File: config.mk
export PLATFORM = sky130hd
export DESIGN_NAME = i2c_txn_arbiter
export DESIGN_NICKNAME = d
export VERILOG_FILES = /design/src/rtl/i2c_pkg.sv /design/src/rtl/rr_pick.sv /design/src/rtl/i2c_txn_arbiter.sv
export SDC_FILE = /design/constraint.sdc
export NUM_CORES = 1
export LEC_CHECK = 0
export CAP_MARGIN = 15
export CORE_MARGIN = 1.5
export CORE_UTILIZATION = 41
export CTS_CLUSTER_DIAMETER = 150
export CTS_CLUSTER_SIZE = 25
export DETAILED_ROUTE_END_ITERATION = 10
export PLACE_DENSITY = 0.83
export SLEW_MARGIN = 10
export SYNTH_ARGS = -nofsm -noshare
export SYNTH_HDL_FRONTEND = slang
export SYNTH_SLANG_ARGS = --single-unit
File: constraint.sdc
create_clock -name clk -period 4 [get_ports clk]
set_input_delay 0.6 -clock clk [delete_from_list [all_inputs] [get_ports clk]]
set_output_delay 0.6 -clock clk [all_outputs]
set_load 0.1 [all_outputs]
File: src/rtl/i2c_pkg.sv
// Shared I2C definitions: arbiter state encoding, default field widths,
// and the state codes used by the I2C master FSM.
package i2c_pkg;

    localparam int ADDR_LEN_DEF = 7;
    localparam int DATA_LEN_DEF = 8;

    // Transaction arbiter states
    typedef enum logic [2:0] {
        ARB_IDLE  = 3'd0,
        ARB_ISSUE = 3'd1,
        ARB_START = 3'd2,
        ARB_WAIT  = 3'd3,
        ARB_RESP  = 3'd4
    } arb_state_t;

    // Master FSM states (shared with the master/SCL generator)
    typedef enum logic [2:0] {
        M_IDLE  = 3'd0,
        M_START = 3'd1,
        M_ADDR  = 3'd2,
        M_DATA  = 3'd3,
        M_ACK   = 3'd4,
        M_STOP  = 3'd5
    } m_state_t;

endpackage

File: src/rtl/rr_pick.sv
// Combinational round-robin picker: the first set request searching upward
// from the pointer, wrapping at NUM_REQ-1 back to 0.
module rr_pick
    import i2c_pkg::*;
#(
    parameter int NUM_REQ = 4,
    parameter int PTR_W   = $clog2(NUM_REQ)
) (
    input  logic [NUM_REQ-1:0] i_req,
    input  logic [PTR_W-1:0]   i_ptr,
    output logic [NUM_REQ-1:0] o_win,
    output logic               o_any
);

    logic [PTR_W-1:0] w_idx;

    // Walk all slots starting at the pointer; the first hit wins
    always_comb begin
        o_win = '0;
        o_any = 1'b0;
        w_idx = i_ptr;
        for (int i = 0; i < NUM_REQ; i++) begin
            if (!o_any && i_req[w_idx]) begin
                o_win[w_idx] = 1'b1;
                o_any        = 1'b1;
            end
            w_idx = (w_idx == PTR_W'(NUM_REQ - 1)) ? '0 : w_idx + 1'b1;
        end
    end

endmodule

File: src/rtl/i2c_txn_arbiter.sv
// Round-robin transaction arbiter sharing one I2C master among NUM_REQ
// requesters. Optional watchdog enabled by defining I2C_ARB_TIMEOUT_EN.
module i2c_txn_arbiter
    import i2c_pkg::*;
#(
    parameter int NUM_REQ        = 4,
    parameter int ADDR_LEN       = ADDR_LEN_DEF,
    parameter int DATA_LEN       = DATA_LEN_DEF,
    parameter int TIMEOUT_CYCLES = 4096
) (
    input  logic                         clk,
    input  logic                         rst_n,
    input  logic [NUM_REQ-1:0]           req,
    input  logic [NUM_REQ*ADDR_LEN-1:0]  req_addr,
    input  logic [NUM_REQ-1:0]           req_rw,
    input  logic [NUM_REQ*DATA_LEN-1:0]  req_wdata,
    output logic [NUM_REQ-1:0]           grant,
    output logic [NUM_REQ-1:0]           rsp_valid,
    output logic [DATA_LEN-1:0]          rsp_rdata,
    output logic                         rsp_err,
    output logic                         arb_busy,
    output logic                         m_start,
    output logic [ADDR_LEN-1:0]          m_addr,
    output logic                         m_rw,
    output logic [DATA_LEN-1:0]          m_wdata,
    output logic                         m_abort,
    input  logic                         m_busy,
    input  logic                         m_done,
    input  logic [DATA_LEN-1:0]          m_rdata,
    input  logic                         m_nack
);

    localparam int PTR_W = $clog2(NUM_REQ);

    arb_state_t            r_state;
    arb_state_t            w_next;
    logic [PTR_W-1:0]      r_ptr;
    logic [PTR_W-1:0]      r_idx;
    logic [NUM_REQ-1:0]    r_grant;
    logic [ADDR_LEN-1:0]   r_addr;
    logic                  r_rw;
    logic [DATA_LEN-1:0]   r_wdata;
    logic [DATA_LEN-1:0]   r_rdata;
    logic                  r_err;

    logic [NUM_REQ-1:0]    w_win;
    logic                  w_any;
    logic [PTR_W-1:0]      w_sel_idx;
    logic [ADDR_LEN-1:0]   w_sel_addr;
    logic                  w_sel_rw;
    logic [DATA_LEN-1:0]   w_sel_wdata;
    logic                  w_timeout;

    rr_pick #(
        .NUM_REQ (NUM_REQ),
        .PTR_W   (PTR_W)
    ) u_pick (
        .i_req (req),
        .i_ptr (r_ptr),
        .o_win (w_win),
        .o_any (w_any)
    );

    // Select the winner's index and payload from the packed request buses
    always_comb begin
        w_sel_idx   = '0;
        w_sel_addr  = '0;
        w_sel_rw    = 1'b0;
        w_sel_wdata = '0;
        for (int i = 0; i < NUM_REQ; i++) begin
            if (w_win[i]) begin
                w_sel_idx   = PTR_W'(i);
                w_sel_addr  = req_addr[i*ADDR_LEN +: ADDR_LEN];
                w_sel_rw    = req_rw[i];
                w_sel_wdata = req_wdata[i*DATA_LEN +: DATA_LEN];
            end
        end
    end

`ifdef I2C_ARB_TIMEOUT_EN
    localparam int WD_W = $clog2(TIMEOUT_CYCLES + 1);

    logic [WD_W-1:0] r_wd;
    logic            r_abort;

    // The last WAIT cycle before the limit; m_done still takes priority
    assign w_timeout = (r_state == ARB_WAIT) && (r_wd == WD_W'(TIMEOUT_CYCLES - 1));

    // Watchdog: zero outside WAIT, so it starts at 0 on WAIT entry
    always_ff @(posedge clk or negedge rst_n) begin
        if (!rst_n) begin
            r_wd    <= '0;
            r_abort <= 1'b0;
        end else begin
            r_wd    <= (r_state == ARB_WAIT) ? r_wd + 1'b1 : '0;
            r_abort <= w_timeout && !m_done;
        end
    end

    assign m_abort = r_abort;
`else
    logic w_unused_timeout;

    assign w_unused_timeout = (TIMEOUT_CYCLES != 0);
    assign w_timeout        = 1'b0;
    assign m_abort          = 1'b0;
`endif

    // State register
    always_ff @(posedge clk or negedge rst_n) begin
        if (!rst_n) begin
            r_state <= ARB_IDLE;
        end else begin
            r_state <= w_next;
        end
    end

    // Next-state decode
    always_comb begin
        w_next = r_state;
        case (r_state)
            ARB_IDLE:  if (w_any) w_next = ARB_ISSUE;
            ARB_ISSUE: if (!m_busy) w_next = ARB_START;
            ARB_START: w_next = ARB_WAIT;
            ARB_WAIT:  if (m_done || w_timeout) w_next = ARB_RESP;
            ARB_RESP:  w_next = ARB_IDLE;
            default:   w_next = ARB_IDLE;
        endcase
    end

    // Ownership, payload latch, result capture and pointer advance
    always_ff @(posedge clk or negedge rst_n) begin
        if (!rst_n) begin
            r_ptr   <= '0;
            r_idx   <= '0;
            r_grant <= '0;
            r_addr  <= '0;
            r_rw    <= 1'b0;
            r_wdata <= '0;
            r_rdata <= '0;
            r_err   <= 1'b0;
        end else begin
            case (r_state)
                ARB_IDLE: begin
                    if (w_any) begin
                        r_grant <= w_win;
                        r_idx   <= w_sel_idx;
                        r_addr  <= w_sel_addr;
                        r_rw    <= w_sel_rw;
                        r_wdata <= w_sel_wdata;
                        r_rdata <= '0;
                        r_err   <= 1'b0;
                    end
                end
                ARB_WAIT: begin
                    if (m_done) begin
                        // Read data is only meaningful on a clean read
                        r_err   <= m_nack;
                        r_rdata <= (r_rw && !m_nack) ? m_rdata : '0;
                    end else if (w_timeout) begin
                        r_err   <= 1'b1;
                        r_rdata <= '0;
                    end
                end
                ARB_RESP: begin
                    r_grant <= '0;
                    r_ptr   <= (r_idx == PTR_W'(NUM_REQ - 1)) ? '0 : r_idx + 1'b1;
                end
                default: ;
            endcase
        end
    end

    assign grant     = r_grant;
    assign arb_busy  = (r_state != ARB_IDLE);
    assign m_start   = (r_state == ARB_START);
    assign m_addr    = r_addr;
    assign m_rw      = r_rw;
    assign m_wdata   = r_wdata;
    assign rsp_valid = (r_state == ARB_RESP) ? r_grant : '0;
    assign rsp_err   = (r_state == ARB_RESP) && r_err;
    assign rsp_rdata = (r_state == ARB_RESP) ? r_rdata : '0;

endmodule

======== After elaboration in Yosys (flattened, before gate mapping) ========
Cells that the tools add are included.
storage, ports and cells
  latch bits .............................. 0
  bits in writable memories ............... 0
  bits of input ports ..................... 81
  output and inout bits ................... 36
  memories kept ........................... 0
  memory bits (read-only) ................. 0
  register bits after elaboration ......... 36
  word-level logic and storage cells ...... 114
operators by class
  divide/modulo/power cells ............... 0
  bitwise gates (word level) .............. 3
  reductions and logical operators ........ 21
  multiplexer cells ....................... 58
  equality and inequality tests ........... 11
  $mul .................................... 0
  order comparisons ....................... 8
  shift-type cells ........................ 0
  $add $sub $neg .......................... 4
operators by type and width
  kind                                                        number
  two-way mux 8 bit                                           8
  two-way mux 7 bit                                           4
  two-way mux 4 bit                                           6
  two-way mux 1 bit                                           19
  one-hot mux 8 bit (2 select lines)                          1
  less-than comparator 2 x 3 -> 1 bit, second input constant  4
  two-way mux 2 bit                                           6
  OR 4 bit                                                    3
  one-hot mux 3 bit (4 select lines)                          1
  logical AND 1 bit                                           9
  two-way mux 3 bit                                           3
  adder 2 x 1 -> 2 bit, second input constant                 4
  binary-select mux 1 bit (select 2 bit)                      4
  demux 1 bit (select 2 bit)                                  4
  == test 2 bit, second input constant                        4
  >= comparator 2 x 1 -> 1 bit, second input constant         4
  one-hot mux 4 bit (2 select lines)                          1
  == test 3 x 2 -> 1 bit, second input constant               2
  AND reduction 3 bit                                         2
  logical NOT 1 bit                                           4
  != test 2 bit, second input constant                        2
  AND reduction 2 bit                                         2
  nonzero test 2 bit                                          2
  == test 3 x 1 -> 1 bit, second input constant               1
  5 further kinds                                             5

======== Depth between registers and ports, before layout ========
  word-level depth ........................ 16
  depth in mapped cells ................... 11
  mapped depth without buffers ............ 9

======== Cells and area by module ========
Synthesis repeated with hierarchy kept, for this count alone.
unflattened totals
  cell total of the unflattened synthesis .. 290
  area, all modules ....................... 2703.8 µm²
modules (own cells, without submodules)
  module           cells an instance  sequential area each (µm²)  times used  area an instance (µm²)
  i2c_txn_arbiter  246                900.9                       1           2282.2
  rr_pick          44                 0.0                         1           421.7

======== Least setup slack after synthesis ========
Ideal clock, no wire load.
  kind .................................... flip-flop to flip-flop
  from .................................... reg r_ptr[0]
  to ...................................... reg r_addr[5], in the netlist m_addr[5]
  arrival time ............................ 2784 ps
  library setup time ...................... 130 ps
  required time ........................... 3870 ps
  buffers on the path ..................... 2
  path slack .............................. 1086 ps
  cell stages (with the launch flop) ...... 11
  path through ............................ dfrtp_1 -> inv_1 -> ha_1 -> mux4_2 -> nand2_1 -> o21ai_0 -> a221oi_2 -> and2_0 -> buf_2 -> buf_6 -> a31oi_2
on the way
  cells in the longest elaborated chain, start to end .. 16
  elaborated cells between the ends (all ways) .. 59
ends and longest elaborated chain
  what                                                                               RTL line                      RTL
  start, declared                                                                    i2c_txn_arbiter.sv:37         logic [PTR_W-1:0] r_ptr;
  start signal, assigned                                                             i2c_txn_arbiter.sv:167        r_ptr <= (r_idx == PTR_W'(NUM_REQ - 1)) ? '0 : r_idx + 1'b1;
  adder 2 x 1 -> 2 bit (tied with other cells)                                       rr_pick.sv:27                 w_idx = (w_idx == PTR_W'(NUM_REQ - 1)) ? '0 : w_idx + 1'b1;
  two-way mux 2 bit or two-way mux 1 bit (tied branches)                             rr_pick.sv:27, rr_pick.sv:23
  adder 2 x 1 -> 2 bit (tied with other cells)                                       rr_pick.sv:27
  two-way mux 2 bit (tied with other cells)                                          rr_pick.sv:27
  adder 2 x 1 -> 2 bit (tied with other cells)                                       rr_pick.sv:27
  two-way mux 2 bit (tied with other cells)                                          rr_pick.sv:27
  less-than comparator 2 x 3 -> 1 bit (implied by the code) (tied with other cells)  rr_pick.sv:24                 o_win[w_idx] = 1'b1;
  logical AND 1 bit (implied by the code) (tied with other cells)                    rr_pick.sv:24
  two-way mux 1 bit (implied by the code) (tied with other cells)                    rr_pick.sv:24
  demux 1 bit (select 2 bit) (tied with other cells)                                 --
  OR 4 bit (no line) or logical AND 1 bit (tied branches)                            --
  two-way mux 4 bit                                                                  rr_pick.sv:23                 if (!o_any && i_req[w_idx]) begin
  two-way mux 7 bit (4 in a row)                                                     i2c_txn_arbiter.sv:71         if (w_win[i]) begin
  end signal, assigned                                                               i2c_txn_arbiter.sv:148        r_addr <= w_sel_addr;
  end, declared                                                                      i2c_txn_arbiter.sv:40         logic [ADDR_LEN-1:0] r_addr;
Parallel ways exist; a longest one is shown, timed or not. The select of a mux whose other input is x is not followed.
A chain may end at the register's enable or synchronous reset.

======== Worst setup path in the final report ========
  from .................................... reg r_ptr[0]
  to ...................................... reg r_wdata[7], in the netlist m_wdata[7]
on the way
  cells in the longest elaborated chain, start to end .. 16
  elaborated cells between the ends (all ways) .. 59
ends and longest elaborated chain
  what                                                                               RTL line                      RTL
  adder 2 x 1 -> 2 bit (tied with other cells)                                       rr_pick.sv:27
  two-way mux 2 bit or two-way mux 1 bit (tied branches)                             rr_pick.sv:27, rr_pick.sv:23
  adder 2 x 1 -> 2 bit (tied with other cells)                                       rr_pick.sv:27
  two-way mux 2 bit (tied with other cells)                                          rr_pick.sv:27
  adder 2 x 1 -> 2 bit (tied with other cells)                                       rr_pick.sv:27
  two-way mux 2 bit (tied with other cells)                                          rr_pick.sv:27
  less-than comparator 2 x 3 -> 1 bit (implied by the code) (tied with other cells)  rr_pick.sv:24
  logical AND 1 bit (implied by the code) (tied with other cells)                    rr_pick.sv:24
  two-way mux 1 bit (implied by the code) (tied with other cells)                    rr_pick.sv:24
  demux 1 bit (select 2 bit) (tied with other cells)                                 --
  OR 4 bit (no line) or logical AND 1 bit (tied branches)                            --
  two-way mux 4 bit                                                                  rr_pick.sv:23
  two-way mux 8 bit (4 in a row)                                                     i2c_txn_arbiter.sv:71
  end signal, assigned                                                               i2c_txn_arbiter.sv:150        r_wdata <= w_sel_wdata;
  end, declared                                                                      i2c_txn_arbiter.sv:42         logic [DATA_LEN-1:0] r_wdata;
Parallel ways exist; a longest one is shown, timed or not. The select of a mux whose other input is x is not followed.

==> Implementation_results.wiki <==
{| class="wikitable"
! Metric !! Value
|-
| Core utilization of the finished layout || 0.6475
|-
| Final critical-path share of the clock period || 0.8795
|-
| N_diodes || 0
|-
| Pleak || 1.393 nW
|-
| Post-synthesis register bit count || 36
|-
| Total routing resource utilization after global routing || 0.2149
|-
| Number of global-route vias before repair || 2,335
|-
| Pin count of the biggest net entering global routing || 37
|-
| Relative slew slack || 0.2762
|-
| Root Driver || clkbuf_8
|-
| Depth of the worst register-to-register path || 9
|-
| Required time of the critical path || 4.16 ns
|-
| Gate count of the mapped netlist || 255
|-
| Status || finished, final reports clean
|-
| Number of clock sinks || 36
|-
| YS warnings || 0
|-
| Worst IR Drop VDD || 0.4152 mV
|-
| Netlist area before placement || 2362 um^2
|-
| Setup TNS Final || 0 ns
|-
| Leading area contributor after synthesis || dfrtp_1
|-
| Cell area after layout || 3587 um^2
|-
| Final-report setup violation count || 0
|-
| Remaining design rule violation count || 0
|-
| Crit path to || m_wdata[7]$_DFFE_PN0P_
|-
| First-pass GRT wire length || 10,700 um
|-
| Count of different cell masters after synthesis || 38
|-
| Syn Nets || 343
|-
| Max Fclk || 284.3 MHz
|-
| Number of fill cells || 494
|-
| Worst-path fanout max || 28
|-
| Proportion of netlist area held by the largest area contributor || 0.3814
|-
| Count of pins on the block boundary || 117
|-
| Hold buffer count at CTS || 0
|-
| Final critical delay including setup and external delays || 3.518 ns
|-
| Leading cell types by total area after synthesis || dfrtp_1, nand2_1, a22oi_1
|-
| Least-Margin Pin Slew || 1.085 ns
|-
| Synth-to-layout area growth || 51.85%
|-
| Count of port buffers added during placement || 115
|-
| Post CTS Setup Buffer Count || 0
|-
| Type of the worst setup path || flip-flop to flip-flop
|-
| Number of max-capacitance violations reported || 0
|-
| Worst hold path class || input pin to asynchronous set/reset pin
|-
| Vias per inst || 5.382
|-
| Total routed wirelength || 6500 um
|-
| Startpoint kind of the worst setup timing path || flip-flop
|-
| Clock H-tree levels || 2
|-
| TritonCTS Buffers || 5
|-
| Fraction of the yosys area taken by sequential cells || 0.3814
|-
| CP startpoint || r_ptr[0]$_DFFE_PN0P_
|-
| RR Endpoint || m_wdata[7]$_DFFE_PN0P_
|-
| Core footprint || 5540 um^2
|-
| Data arrival time at the worst-slack endpoint || 3.68 ns
|-
| Effective utilization at floorplan || 0.4264
|-
| CTS-repair resized insts || 0
|-
| Total die area || 6226 um^2
|-
| Final net count || 453
|-
| Highest-delay cell along the critical path || nor2_2
|-
| Mapped Avg Cell Area || 9.264 um^2
|-
| Setup skew after layout || 0.002641 ns
|-
| Slowest Stage Delay on Critical Path || 0.83 ns
|-
| Final worst-path setup slack || 0.4820 ns
|-
| Detailed-route wire length per cell || 14.87 um
|-
| Total cell area at the placement stage || 3510 um^2
|-
| Clock latency reported for the late side of the worst-skew pair || 0.28 ns
|-
| Total power per unit cell area || 982.4 nW/um^2
|-
| Weighted congestion reported at the end of routability-driven placement || 0.8325
|-
| Worst slack at placement || 0.4251 ns
|-
| Count of final max-slew check failures || 0
|-
| Horizontal die dimension || 78.91 um
|-
| Max Root-Sink Buffers || 2
|-
| Die Span Y || 78.91 um
|-
| Area of the multi-input gates || 1348 um^2
|-
| FF-to-FF setup slack || 0.48 ns
|-
| TritonCTS clock tree || built
|-
| Via count || 2,352
|-
| Most common cell on crit path || mux2_2
|-
| Setup repair after global routing missed its margin || false
|-
| Clock edge transition at the registers on the reported setup and hold paths || 0.07 ns
|-
| Antenna violation net count after detailed routing || 0
|-
| Number of DRC markers in iteration 0 || 109
|-
| Top cell family by delay on the critical path || simple AND/OR/NAND/NOR gates
|-
| Number of gates on the worst path with buffers counted || 9
|-
| Worst setup EP type || flip-flop
|-
| Area used by sequential logic in the layout || 900.9 um^2
|-
| Number of rows in the core area || 27
|-
| Share of final-layout standard cells stronger than drive strength 1 || 0.1397
|-
| Series of cell instances along the critical path || inv_1, ha_1, mux2_2, mux2_2, nor4_4, nor2_2, and2_0, buf_4, a31oi_2
|-
| Total grt overflow || 0
|-
| First-pass detailed-route iteration total || 4
|-
| Startpoint of the worst-slack reg-to-reg timing path || r_ptr[0]$_DFFE_PN0P_
|-
| Antenna violations before repair || 0
|-
| Number of buffers and inverters on the critical path || 2
|-
| Post-DP HPWL || 4970 um
|-
| Number of failing hold endpoints at the final stage || 0
|}
state kept, by name, summed over array words and instances (netlist names):
register / cells
grant: 4
m_addr: 7
m_rw: 1
m_wdata: 8
r_err: 1
r_idx: 2
r_ptr: 2
r_rdata: 8
r_state: 3
power by group:
part | switching [mW] | internal (mW)
clock | 0.119 | 0.118
sequential | 0.127 | 0.535
combinational | 1.80 | 0.822
total | 2.05 | 1.48
final cells by class:
type	count	area share
Inverter	6	0.006278
Clock buffer	6	0.02023
Tap cell	72	0.02511
Timing Repair Buffer	120	0.3202
Multi-Input combinational cell	196	0.3757
Clock inverter	1	0.001395
Sequential cell	36	0.2511
layout by cell type (no fill, tap or decap), types with 2 or more instances in the layout:
master	synthesis	layout
a211oi_1	3	3
a21oi_1	5	5
a221oi_2	2	2
a22oi_1	17	17
a31oi_1	7	7
a31oi_2	10	10
and2_1	16	16
buf_4	1	19
clkbuf_8	0	5
clkdlybuf4s50_1	0	100
dfrtp_1	36	36
ha_1	7	7
inv_1	6	6
mux2_2	3	3
mux2i_1	2	2
mux4_2	2	2
nand2_1	40	40
nor2_1	15	15
nor2_2	2	2
nor3_1	4	4
o21ai_0	13	13
o22ai_1	16	16
o31ai_1	2	2
or3_1	17	17
logic make-up (layout without fill, tap and decap cells):
| kind of cell | count (synthesis) | in the layout | synth area share |
|---|---|---|---|
| compound gates | 77 | 77 | 0.2426 |
| fa+ha+maj | 7 | 7 | 0.03707 |
| buf+inv | 23 | 133 | 0.05032 |
| flops | 36 | 36 | 0.3814 |
| mux | 8 | 8 | 0.05297 |
| other cells | 1 | 1 | 0.001587 |
| simple gates | 103 | 103 | 0.2341 |
worst register-to-register path: stages (launching register included):
cell     delay [ns]
dfrtp_1        0.52
inv_1          0.16
ha_1           0.39
mux2_2         0.30
mux2_2         0.24
nor4_4         0.07
nor2_2         0.84
and2_0         0.48
buf_4          0.29
a31oi_2        0.10
metal layers:
layer | up-vias | GRT usage | share of wire | routed length, um
li1 | 1148 | - | - | -
met1 | 1082 | 0.2549 | 0.40 | 2627
met2 | 107 | 0.3784 | 0.50 | 3222
met3 | 15 | 0.05057 | 0.076 | 497
met4 | 0 | 0.07719 | 0.024 | 153
met5 | - | 0 | 0 | 0
cell usage after synthesis (all sizes together):
cell type / n
a211oi: 3
a21oi: 5
a221o: 1
a221oi: 3
a22oi: 17
a31oi: 17
and2: 17
buf: 9
clkbuf: 8
conb: 1
dfrtp: 36
ha: 7
inv: 6
mux2: 3
mux2i: 2
mux4: 3
nand2: 41
nand2b: 1
nor2: 18
nor2b: 1
nor3: 4
nor3b: 2
nor4: 1
nor4b: 1
o21ai: 13
o22ai: 16
o31ai: 2
or3: 17
metrics by stage:
step,std cells,hold WS [ns],power [mW]
global placement,430,0.4547,3.249
detailed placement,430,0.4643,3.292
global route,437,0.4707,3.747
finish,437,0.3932,3.524
floorplan,255,0.3044,2.733
CTS,437,0.4218,3.532
how the worst min path moves through the flow:
stage	startpoint	end	slack, ns	cells past startpoint
after global placement	r_rdata[3]$_DFFE_PN0P_	r_rdata[3]$_DFFE_PN0P_	0.45	2
after global routing	rst_n	r_rdata[4]$_DFFE_PN0P_	0.47	1
after detailed placement	r_rdata[3]$_DFFE_PN0P_	r_rdata[3]$_DFFE_PN0P_	0.46	2
after CTS	rst_n	r_rdata[5]$_DFFE_PN0P_	0.42	1
after floorplan	rst_n	grant[0]$_DFFE_PN0P_	0.30	0
final	rst_n	r_rdata[5]$_DFFE_PN0P_	0.39	1
(Power assumes the default switching activity.)
